## config.mk

```make
export PLATFORM = sky130hd
export DESIGN_NAME = photon_loop_scheduler
export DESIGN_NICKNAME = d
export VERILOG_FILES = /design/src/rtl/photon_loop_scheduler.sv
export SDC_FILE = /design/constraint.sdc
export NUM_CORES = 1
export LEC_CHECK = 0
export CAP_MARGIN = 20
export CELL_PAD_IN_SITES_DETAIL_PLACEMENT = 0
export CELL_PAD_IN_SITES_GLOBAL_PLACEMENT = 1
export CORE_ASPECT_RATIO = 1.75
export CORE_UTILIZATION = 45
export CTS_BUF_LIST = sky130_fd_sc_hd__clkbuf_8
export DETAILED_ROUTE_END_ITERATION = 8
export PLACE_DENSITY_LB_ADDON = 0.12
export SETUP_SLACK_MARGIN = 0.2
export SKIP_CTS_REPAIR_TIMING = 1
export SLEW_MARGIN = 40
export SYNTH_ARGS = -nofsm -noshare
export SYNTH_HDL_FRONTEND = slang
export SYNTH_SLANG_ARGS = --single-unit
export TNS_END_PERCENT = 10
```

## constraint.sdc

```tcl
create_clock -name clock -period 14.1 [get_ports clock]
set_clock_uncertainty 0.2 [all_clocks]
set_input_delay 2.115 -clock clock [delete_from_list [all_inputs] [get_ports clock]]
set_output_delay 2.115 -clock clock [all_outputs]
set_load 0.05 [all_outputs]
```

## src/rtl/photon_loop_scheduler.sv

```systemverilog
// rtl/photon_loop_scheduler.sv - head-of-pipeline recirculate/refill scheduler for the photon loop
module photon_loop_scheduler #(
    parameter int PIPE_DEPTH = 50,
    parameter int CNT_W      = 32
) (
    input  logic             clock,
    input  logic             reset,
    input  logic             i_start,
    input  logic             i_abort,
    input  logic [CNT_W-1:0] i_num_photons,
    input  logic             i_stall,
    input  logic             i_src_valid,
    output logic             o_src_ready,
    input  logic             i_ret_dead,
    output logic             o_pipe_enable,
    output logic             o_inject,
    output logic [CNT_W-1:0] o_launched,
    output logic [CNT_W-1:0] o_retired,
    output logic             o_busy,
    output logic             o_done,
    output logic             o_err
);

    localparam logic [1:0] S_IDLE  = 2'd0;
    localparam logic [1:0] S_RUN   = 2'd1;
    localparam logic [1:0] S_DRAIN = 2'd2;
    localparam logic [1:0] S_DONE  = 2'd3;

    logic [1:0]            state;
    logic [CNT_W-1:0]      count;
    logic [CNT_W-1:0]      launched;
    logic [CNT_W-1:0]      retired;
    logic [CNT_W-1:0]      launched_next;
    logic [PIPE_DEPTH-1:0] occ;
    logic                  err;

    logic st_run;
    logic st_drain;
    logic pipe_enable;
    logic inject;
    logic head_occ;
    logic retire_evt;
    logic err_evt;
    logic start_acc;

    assign st_run      = (state == S_RUN);
    assign st_drain    = (state == S_DRAIN);
    assign pipe_enable = (st_run | st_drain) & ~i_stall;
    assign head_occ    = occ[PIPE_DEPTH-1];

    // A live photon at the head always recirculates; only a dead or empty slot is refilled.
    assign inject = st_run & pipe_enable & i_ret_dead & i_src_valid
                  & (launched < count) & ~i_abort;

    assign retire_evt    = pipe_enable & head_occ & i_ret_dead;
    assign err_evt       = pipe_enable & ~head_occ & ~i_ret_dead;
    assign start_acc     = (state == S_IDLE) & i_start;
    assign launched_next = launched + {{(CNT_W-1){1'b0}}, inject};

    assign o_pipe_enable = pipe_enable;
    assign o_inject      = inject;
    assign o_src_ready   = inject;
    assign o_launched    = launched;
    assign o_retired     = retired;
    assign o_busy        = st_run | st_drain;
    assign o_done        = (state == S_DONE);
    assign o_err         = err;

    // Run sequencing and launched/retired bookkeeping.
    always_ff @(posedge clock or negedge reset) begin
        if (!reset) begin
            state    <= S_IDLE;
            count    <= '0;
            launched <= '0;
            retired  <= '0;
        end else begin
            case (state)
                S_IDLE: begin
                    if (i_start) begin
                        count    <= i_num_photons;
                        launched <= '0;
                        retired  <= '0;
                        state    <= (i_num_photons == '0) ? S_DONE : S_RUN;
                    end
                end
                S_RUN: begin
                    launched <= launched_next;
                    if (retire_evt)
                        retired <= retired + 1'b1;
                    // Leave RUN on the same edge that launches the final photon.
                    if (i_abort || (launched_next == count))
                        state <= S_DRAIN;
                end
                S_DRAIN: begin
                    if (retire_evt)
                        retired <= retired + 1'b1;
                    if (retired == launched)
                        state <= S_DONE;
                end
                default: begin
                    state <= S_IDLE;
                end
            endcase
        end
    end

    // Occupancy shadow of the photon pipeline; moves in lockstep with the stage enable.
    always_ff @(posedge clock or negedge reset) begin
        if (!reset) begin
            occ <= '0;
        end else if (pipe_enable) begin
            occ <= {occ[PIPE_DEPTH-2:0], inject | (head_occ & ~i_ret_dead)};
        end
    end

    // Sticky flag for a live photon appearing in a slot the shadow believes is free.
    always_ff @(posedge clock or negedge reset) begin
        if (!reset) begin
            err <= 1'b0;
        end else if (start_acc) begin
            err <= 1'b0;
        end else if (err_evt) begin
            err <= 1'b1;
        end
    end

endmodule

```

==> results.sh, run 1 <==
export IMPL_clockBufferDepth=2
export IMPL_yosys_mux_area_fraction_pct=10.92
export IMPL_clkTransAtPathRegs_ps=100
export IMPL_hold_class="flop to flop"
export IMPL_drive_gt1_share_pct=14.71
export IMPL_period_share_pct=47.26
export IMPL_place_area_um2=10130
export IMPL_grt_pass1_vias=7383
export IMPL_pwr_share_comb_pct=7.5
export IMPL_relSlewSlack_pct=43.65
export IMPL_worstReg2RegEnd="state[1]"
export IMPL_grt_start_max_net_pins=76
export IMPL_synthAdderAreaFrac_pct=5.335
export IMPL_hold_viol=0
export IMPL_die_w_um=108.4
export IMPL_endpoint="o_inject"
export IMPL_antenna_found_initial=0
export IMPL_first_pass_iters=5
export IMPL_design_die_area_um2=20390
export IMPL_drv_cap=0
export IMPL_seqPwrFrac_pct=54.4
export IMPL_gr_usage_all_layers_pct=28.50
export IMPL_rows=67
export IMPL_drt_total_wl_um=27460
export IMPL_intPower_w=0.0006366
export IMPL_synth_top_area_share_pct=41.84
export IMPL_drtIter0Drc=472
export IMPL_clkSinkCount=149
export IMPL_ys_ff_latch=149
export IMPL_min_period_ps=6664
export IMPL_diodes=0
export IMPL_core_area_um2=19280
export IMPL_required_ps=11780
export IMPL_synthesis_area_um2=8912
export IMPL_endpoint_kind="primary output"
export IMPL_synth_yosys_seq_area_share_pct=41.84
export IMPL_cp_max_fo=4
export IMPL_drv_slew=0
export IMPL_grt_pass1_wl_um=42710
export IMPL_numPortBuffers=108
export IMPL_synth_compound_area_share_pct=10.84
export IMPL_post_drt_via_cell_ratio=5.857
export IMPL_synthTopCellsByCount="dfrtp_1, mux2_2, nor2_1"
export IMPL_synth_area_leaders="dfrtp_1, mux2_2, xor2_1"
export IMPL_nets=1036
export IMPL_synth_simple_area_share_pct=16.59
export IMPL_synth_warnings=0
export IMPL_hpwl_um=20430
export IMPL_yosysMostFrequentCell="dfrtp_1"
export IMPL_swShare_pct=27.32
export IMPL_final_core_util_pct=54.66
export IMPL_max_freq_mhz=150.1
export IMPL_cp_data_arrival_time_ps=4350
export IMPL_io_pins=109
export IMPL_tns_ps=0
export IMPL_ant_nets=0
export IMPL_power_net_switching_w=0.0002393
export IMPL_worstSetupStartpoint="i_ret_dead"
export IMPL_ir_drop_mv=0.1101
export IMPL_ff2ff_setup_slack_ps=7580
export IMPL_reg2reg_depth=18
export IMPL_synthFlopType="dfrtp_1"
export IMPL_p_per_area_nw_per_um2=83.11
export IMPL_critical_path_class="input pin to primary output"
export IMPL_design_area_um2=10540
export IMPL_clock_latency_ps=480
export IMPL_h_tree_depth=4
export IMPL_status="completed"
export IMPL_post_drt_wl_per_cell_um=22.64
export IMPL_grt_overflow_total=0
export IMPL_start_util_pct=46.22
export IMPL_synth_cell_type_count=63
export IMPL_synth_nets=956
export IMPL_synth_top_family_by_area="simple AND/OR/NAND/NOR gates"
export IMPL_cts_buffers=17
export IMPL_setup_viol=0
export IMPL_finalPower_w=0.0008759
export IMPL_synthXorXnorAreaFrac_pct=9.827
export IMPL_syn_inst=879
export IMPL_rr_startpoint="o_launched[9]"
export IMPL_clockPowerShare_pct=38.1
export IMPL_synth_enable_flop_cells=0
export IMPL_yosysTopAreaCell="dfrtp_1"
export IMPL_p_leak_nw=4.884
export IMPL_async_flop_share_pct=100.0
export IMPL_die_h_um=188.2
export IMPL_drc=0
export IMPL_hold_ws_ps=289.1
export IMPL_synth_avg_cell_area_um2=10.14
export IMPL_startpoint_type="input pin"
export IMPL_cts_tree="yes"
export IMPL_num_vias=7105
export IMPL_area_delta_synth_final_pct=18.25
export IMPL_worstMarginPinSlew_ps=842.2
export IMPL_grt_setup_unrepaired="false"
export IMPL_gp_congestion=0.8567
export IMPL_root_buffer="clkbuf_8"
export IMPL_fillerInstances=1757
## critical path, cell delays in order
cell and delay, ps:
clkdlybuf4s50_1 520, nor4bb_1 340, and3_1 200, o2111a_1 320, clkdlybuf4s50_1 850
## flip-flops by register name, summed over array words and instances (netlist names)
| register | cells |
|---|---|
| o_retired | 32 |
| o_err | 1 |
| o_launched | 32 |
| state | 2 |
| count | 32 |
| occ | 50 |
## cells by family (layout without fill, tap and decap cells)
family                   after synthesis  after routing
buffers and inverters                 97            190
multiplexers                          87             87
adder cells (fa/ha/maj)               38             38
AO/OA/AOI/OAI                        150            150
XOR/XNOR                             100            100
flip-flops                           149            149
AND/OR/NAND/NOR                      258            258
## power by group through the flow
stage          clock network [W]  registers [W]   logic, W
5_1_grt                 0.000360       0.000481  0.0000727
2_1_floorplan                  0       0.000481  0.0000367
4_1_cts                 0.000344       0.000477  0.0000676
6_report                0.000333       0.000476  0.0000659
3_3_place_gp                   0       0.000484  0.0000646
3_5_place_dp                   0       0.000485  0.0000676
## cell usage in the layout (no fill, tap or decap), drive strengths merged, types with 23 or more instances in the layout
| master | count |
|---|---|
| nor2 | 66 |
| a21oi | 35 |
| o21ai | 49 |
| nor4 | 23 |
| nand3 | 28 |
| clkdlybuf4s50 | 107 |
| inv | 52 |
| nand2 | 43 |
| xor2 | 63 |
| nand4 | 36 |
| dfrtp | 149 |
| ha | 38 |
| mux2 | 82 |
| xnor2 | 37 |
## layout make-up
type,count,area [µm²],share of cell area (%)
multi-input cells,633,4800,45.54
flip-flops and latches,149,3729,35.38
repair buffers,114,1139,10.80
well taps,241,301.5,2.861
inverters,44,165.2,1.567
clock buffers,18,247.7,2.351
clock inverters,14,157.7,1.496
## how the worst min path moves through the flow
stage | startpoint | to | slack [ps] | depth (start not counted)
finish | occ[48] | occ[49] | 290 | 2
floorplan | occ[48] | occ[49] | 250 | 2
global placement | occ[48] | occ[49] | 260 | 2
detailed placement | occ[48] | occ[49] | 270 | 2
CTS | occ[48] | occ[49] | 300 | 2
global route | occ[48] | occ[49] | 330 | 2
## metal layers
| layer | wire length (µm) | track usage, % | vias up |
|---|---|---|---|
| li1 | - | - | 3309 |
| met1 | 9901 | 30.70 | 3525 |
| met4 | 1828 | 18.56 | 0 |
| met3 | 1063 | 4.255 | 72 |
| met2 | 14670 | 50.69 | 199 |
| met5 | 0 | 0 | - |
## through the flow
stage | setup WS (ps) | cells
after floorplan | 8276 | 879
after global placement | 7226 | 1180
after detailed placement | 6975 | 1181
after CTS | 7429 | 1213
after global routing | 7185 | 1213
final | 7436 | 1213
Note: power is estimated with default switching activity, not from simulation.
==> run 2, diff against run 1 <==
--- a/config.mk
+++ b/config.mk
@@ -9,7 +9,7 @@
 export CELL_PAD_IN_SITES_DETAIL_PLACEMENT = 0
 export CELL_PAD_IN_SITES_GLOBAL_PLACEMENT = 1
 export CORE_ASPECT_RATIO = 1.75
-export CORE_UTILIZATION = 45
+export CORE_UTILIZATION = 41
 export CTS_BUF_LIST = sky130_fd_sc_hd__clkbuf_8
 export DETAILED_ROUTE_END_ITERATION = 8
 export PLACE_DENSITY_LB_ADDON = 0.12
==> constraint.sdc (replaced) <==
create_clock -name clock -period 5.6 [get_ports clock]
set_clock_uncertainty 0.2 [all_clocks]
set_input_delay 0.84 -clock clock [delete_from_list [all_inputs] [get_ports clock]]
set_output_delay 0.84 -clock clock [all_outputs]
set_load 0.05 [all_outputs]
==> results.sh, run 2 (synthesis results as in run 1) <==
export IMPL_clockBufferDepth=2
export IMPL_core_area_um2=21410
export IMPL_h_tree_depth=4
export IMPL_layout_commonest_cell="dfrtp_1"
export IMPL_final_cell_mix="dfrtp_1, clkdlybuf4s50_1, mux2_2"
export IMPL_reg2reg_depth=19
export IMPL_drive_gt1_share_pct=17.33
export IMPL_drtIter0Drc=302
export IMPL_startpoint_type="flop"
export IMPL_ff_latch_area_um2=3729
export IMPL_relSlewSlack_pct=49.46
export IMPL_io_pins=109
export IMPL_period_share_pct=90.56
export IMPL_largest_reg_flops=50
export IMPL_pwr_share_comb_pct=7.3
export IMPL_start_util_pct=41.63
export IMPL_root_buffer="clkbuf_8"
export IMPL_endpoint_kind="flop"
export IMPL_intPower_w=0.001737
export IMPL_max_freq_mhz=197.2
export IMPL_clkSinkCount=149
export IMPL_antenna_found_initial=0
export IMPL_die_h_um=197.0
export IMPL_nets=1069
export IMPL_drt_total_wl_um=27570
export IMPL_swShare_pct=23.65
export IMPL_setup_viol=0
export IMPL_cp_data_arrival_time_ps=5220
export IMPL_critical_path_class="flop to flop"
export IMPL_fillerInstances=2039
export IMPL_largest_register="occ"
export IMPL_die_w_um=113.5
export IMPL_post_drt_wl_per_cell_um=21.27
export IMPL_gr_usage_all_layers_pct=25.87
export IMPL_ant_nets=0
export IMPL_area_delta_synth_final_pct=21.91
export IMPL_num_vias=7122
export IMPL_min_period_ps=5071
export IMPL_clock_latency_ps=470
export IMPL_seqPwrFrac_pct=52.5
export IMPL_grt_pass1_wl_um=42500
export IMPL_p_leak_nw=5.088
export IMPL_clockPowerShare_pct=40.2
export IMPL_drc=0
export IMPL_numPortBuffers=108
export IMPL_grt_pass1_vias=7463
export IMPL_p_per_area_nw_per_um2=209.4
export IMPL_first_pass_iters=5
export IMPL_hold_viol=0
export IMPL_worstReg2RegEnd="state[1]"
export IMPL_hold_class="input pin to async pin"
export IMPL_hpwl_um=21110
export IMPL_rr_startpoint="count[9]"
export IMPL_post_drt_via_cell_ratio=5.495
export IMPL_cp_max_fo=6
export IMPL_power_net_switching_w=0.0005383
export IMPL_cts_tree="yes"
export IMPL_final_core_util_pct=50.75
export IMPL_drv_cap=0
export IMPL_rows=71
export IMPL_diodes=0
export IMPL_required_ps=5750
export IMPL_worstMarginPinSlew_ps=751.2
export IMPL_clkTransAtPathRegs_ps=90
export IMPL_grt_setup_unrepaired="false"
export IMPL_multi_input_area_um2=4806
export IMPL_design_die_area_um2=22350
export IMPL_cts_buffers=17
export IMPL_gp_congestion=0.8841
export IMPL_drv_slew=0
export IMPL_grt_overflow_total=0
export IMPL_grt_start_max_net_pins=62
export IMPL_ir_drop_mv=0.1775
export IMPL_tns_ps=0
export IMPL_ff2ff_setup_slack_ps=530
export IMPL_status="completed"
==> run 2: changes by cell type in the layout (fill, tap and decap cells not counted), sizes merged <==
| cell | previous run | this run |
|---|---|---|
| bufinv | 0 | 4 |
| buf | 7 | 40 |
| clkbuf | 18 | 17 |
| inv | 52 | 49 |
| clkinvlp | 2 | 1 |
==> run 2: worst max-delay path by stage <==
stage,slack [ps],cells past startpoint,start,end
5_1_grt,250,19,count[9],state[1]
4_1_cts,420,19,count[9],state[1]
3_3_place_gp,510,14,i_ret_dead,state[1]
3_5_place_dp,420,14,i_ret_dead,state[1]
2_1_floorplan,300,18,o_launched[25],state[1]
6_report,530,19,count[9],state[1]
==> run 2: power by group through the flow <==
stage	clock network, W	logic, W	registers, W
after CTS	0.000939	0.000169	0.00120
after global placement	0	0.000166	0.00122
final	0.000915	0.000166	0.00120
after detailed placement	0	0.000168	0.00122
after floorplan	0	0.0000923	0.00121
after global routing	0.000983	0.000183	0.00121
==> run 2: per-stage QoR <==
step           area (µm²)  worst slack [ps]  cells  power, W  hold slack (ps)
4_1_cts             10850             416.5   1296  0.002306            103.9
3_5_place_dp        10430             424.5   1265  0.001388            284.9
5_1_grt             10870             250.0   1296  0.002374            123.4
3_3_place_gp        10420             505.2   1265  0.001384            260.8
6_report            10870             528.7   1296  0.002276            106.8
2_1_floorplan        8912             299.1    879  0.001303            246.0
==> run 2: final cells by class <==
class	count	area share, %
Multi-Input combinational cell	633	44.23
Sequential cell	149	34.32
Timing Repair Buffer	147	12.69
Tap cell	292	3.363
Clock buffer	17	2.153
Clock inverter	14	1.727
Inverter	44	1.520
==> run 2: routing by layer <==
| layer | global-route usage [%] | share of wire [%] |
|---|---|---|
| met3 | 4.050 | 3.2 |
| met5 | 0 | 0 |
| met4 | 15.69 | 6.0 |
| met2 | 47.60 | 54 |
| met1 | 27.38 | 37 |
==> run 2: worst max-delay path, stage by stage (launching register included) <==
cell	delay, ps
dfrtp_1	390
inv_1	60
ha_1	290
a21o_1	160
a21o_1	170
a211o_1	280
o211ai_1	70
a21oi_1	130
o41ai_2	280
o2111a_1	270
ha_1	180
buf_4	140
nand2_1	100
or4_4	580
nor4_4	330
xnor2_1	210
o211ai_2	120
a2111oi_1	460
a31oi_1	200
mux2_1	330
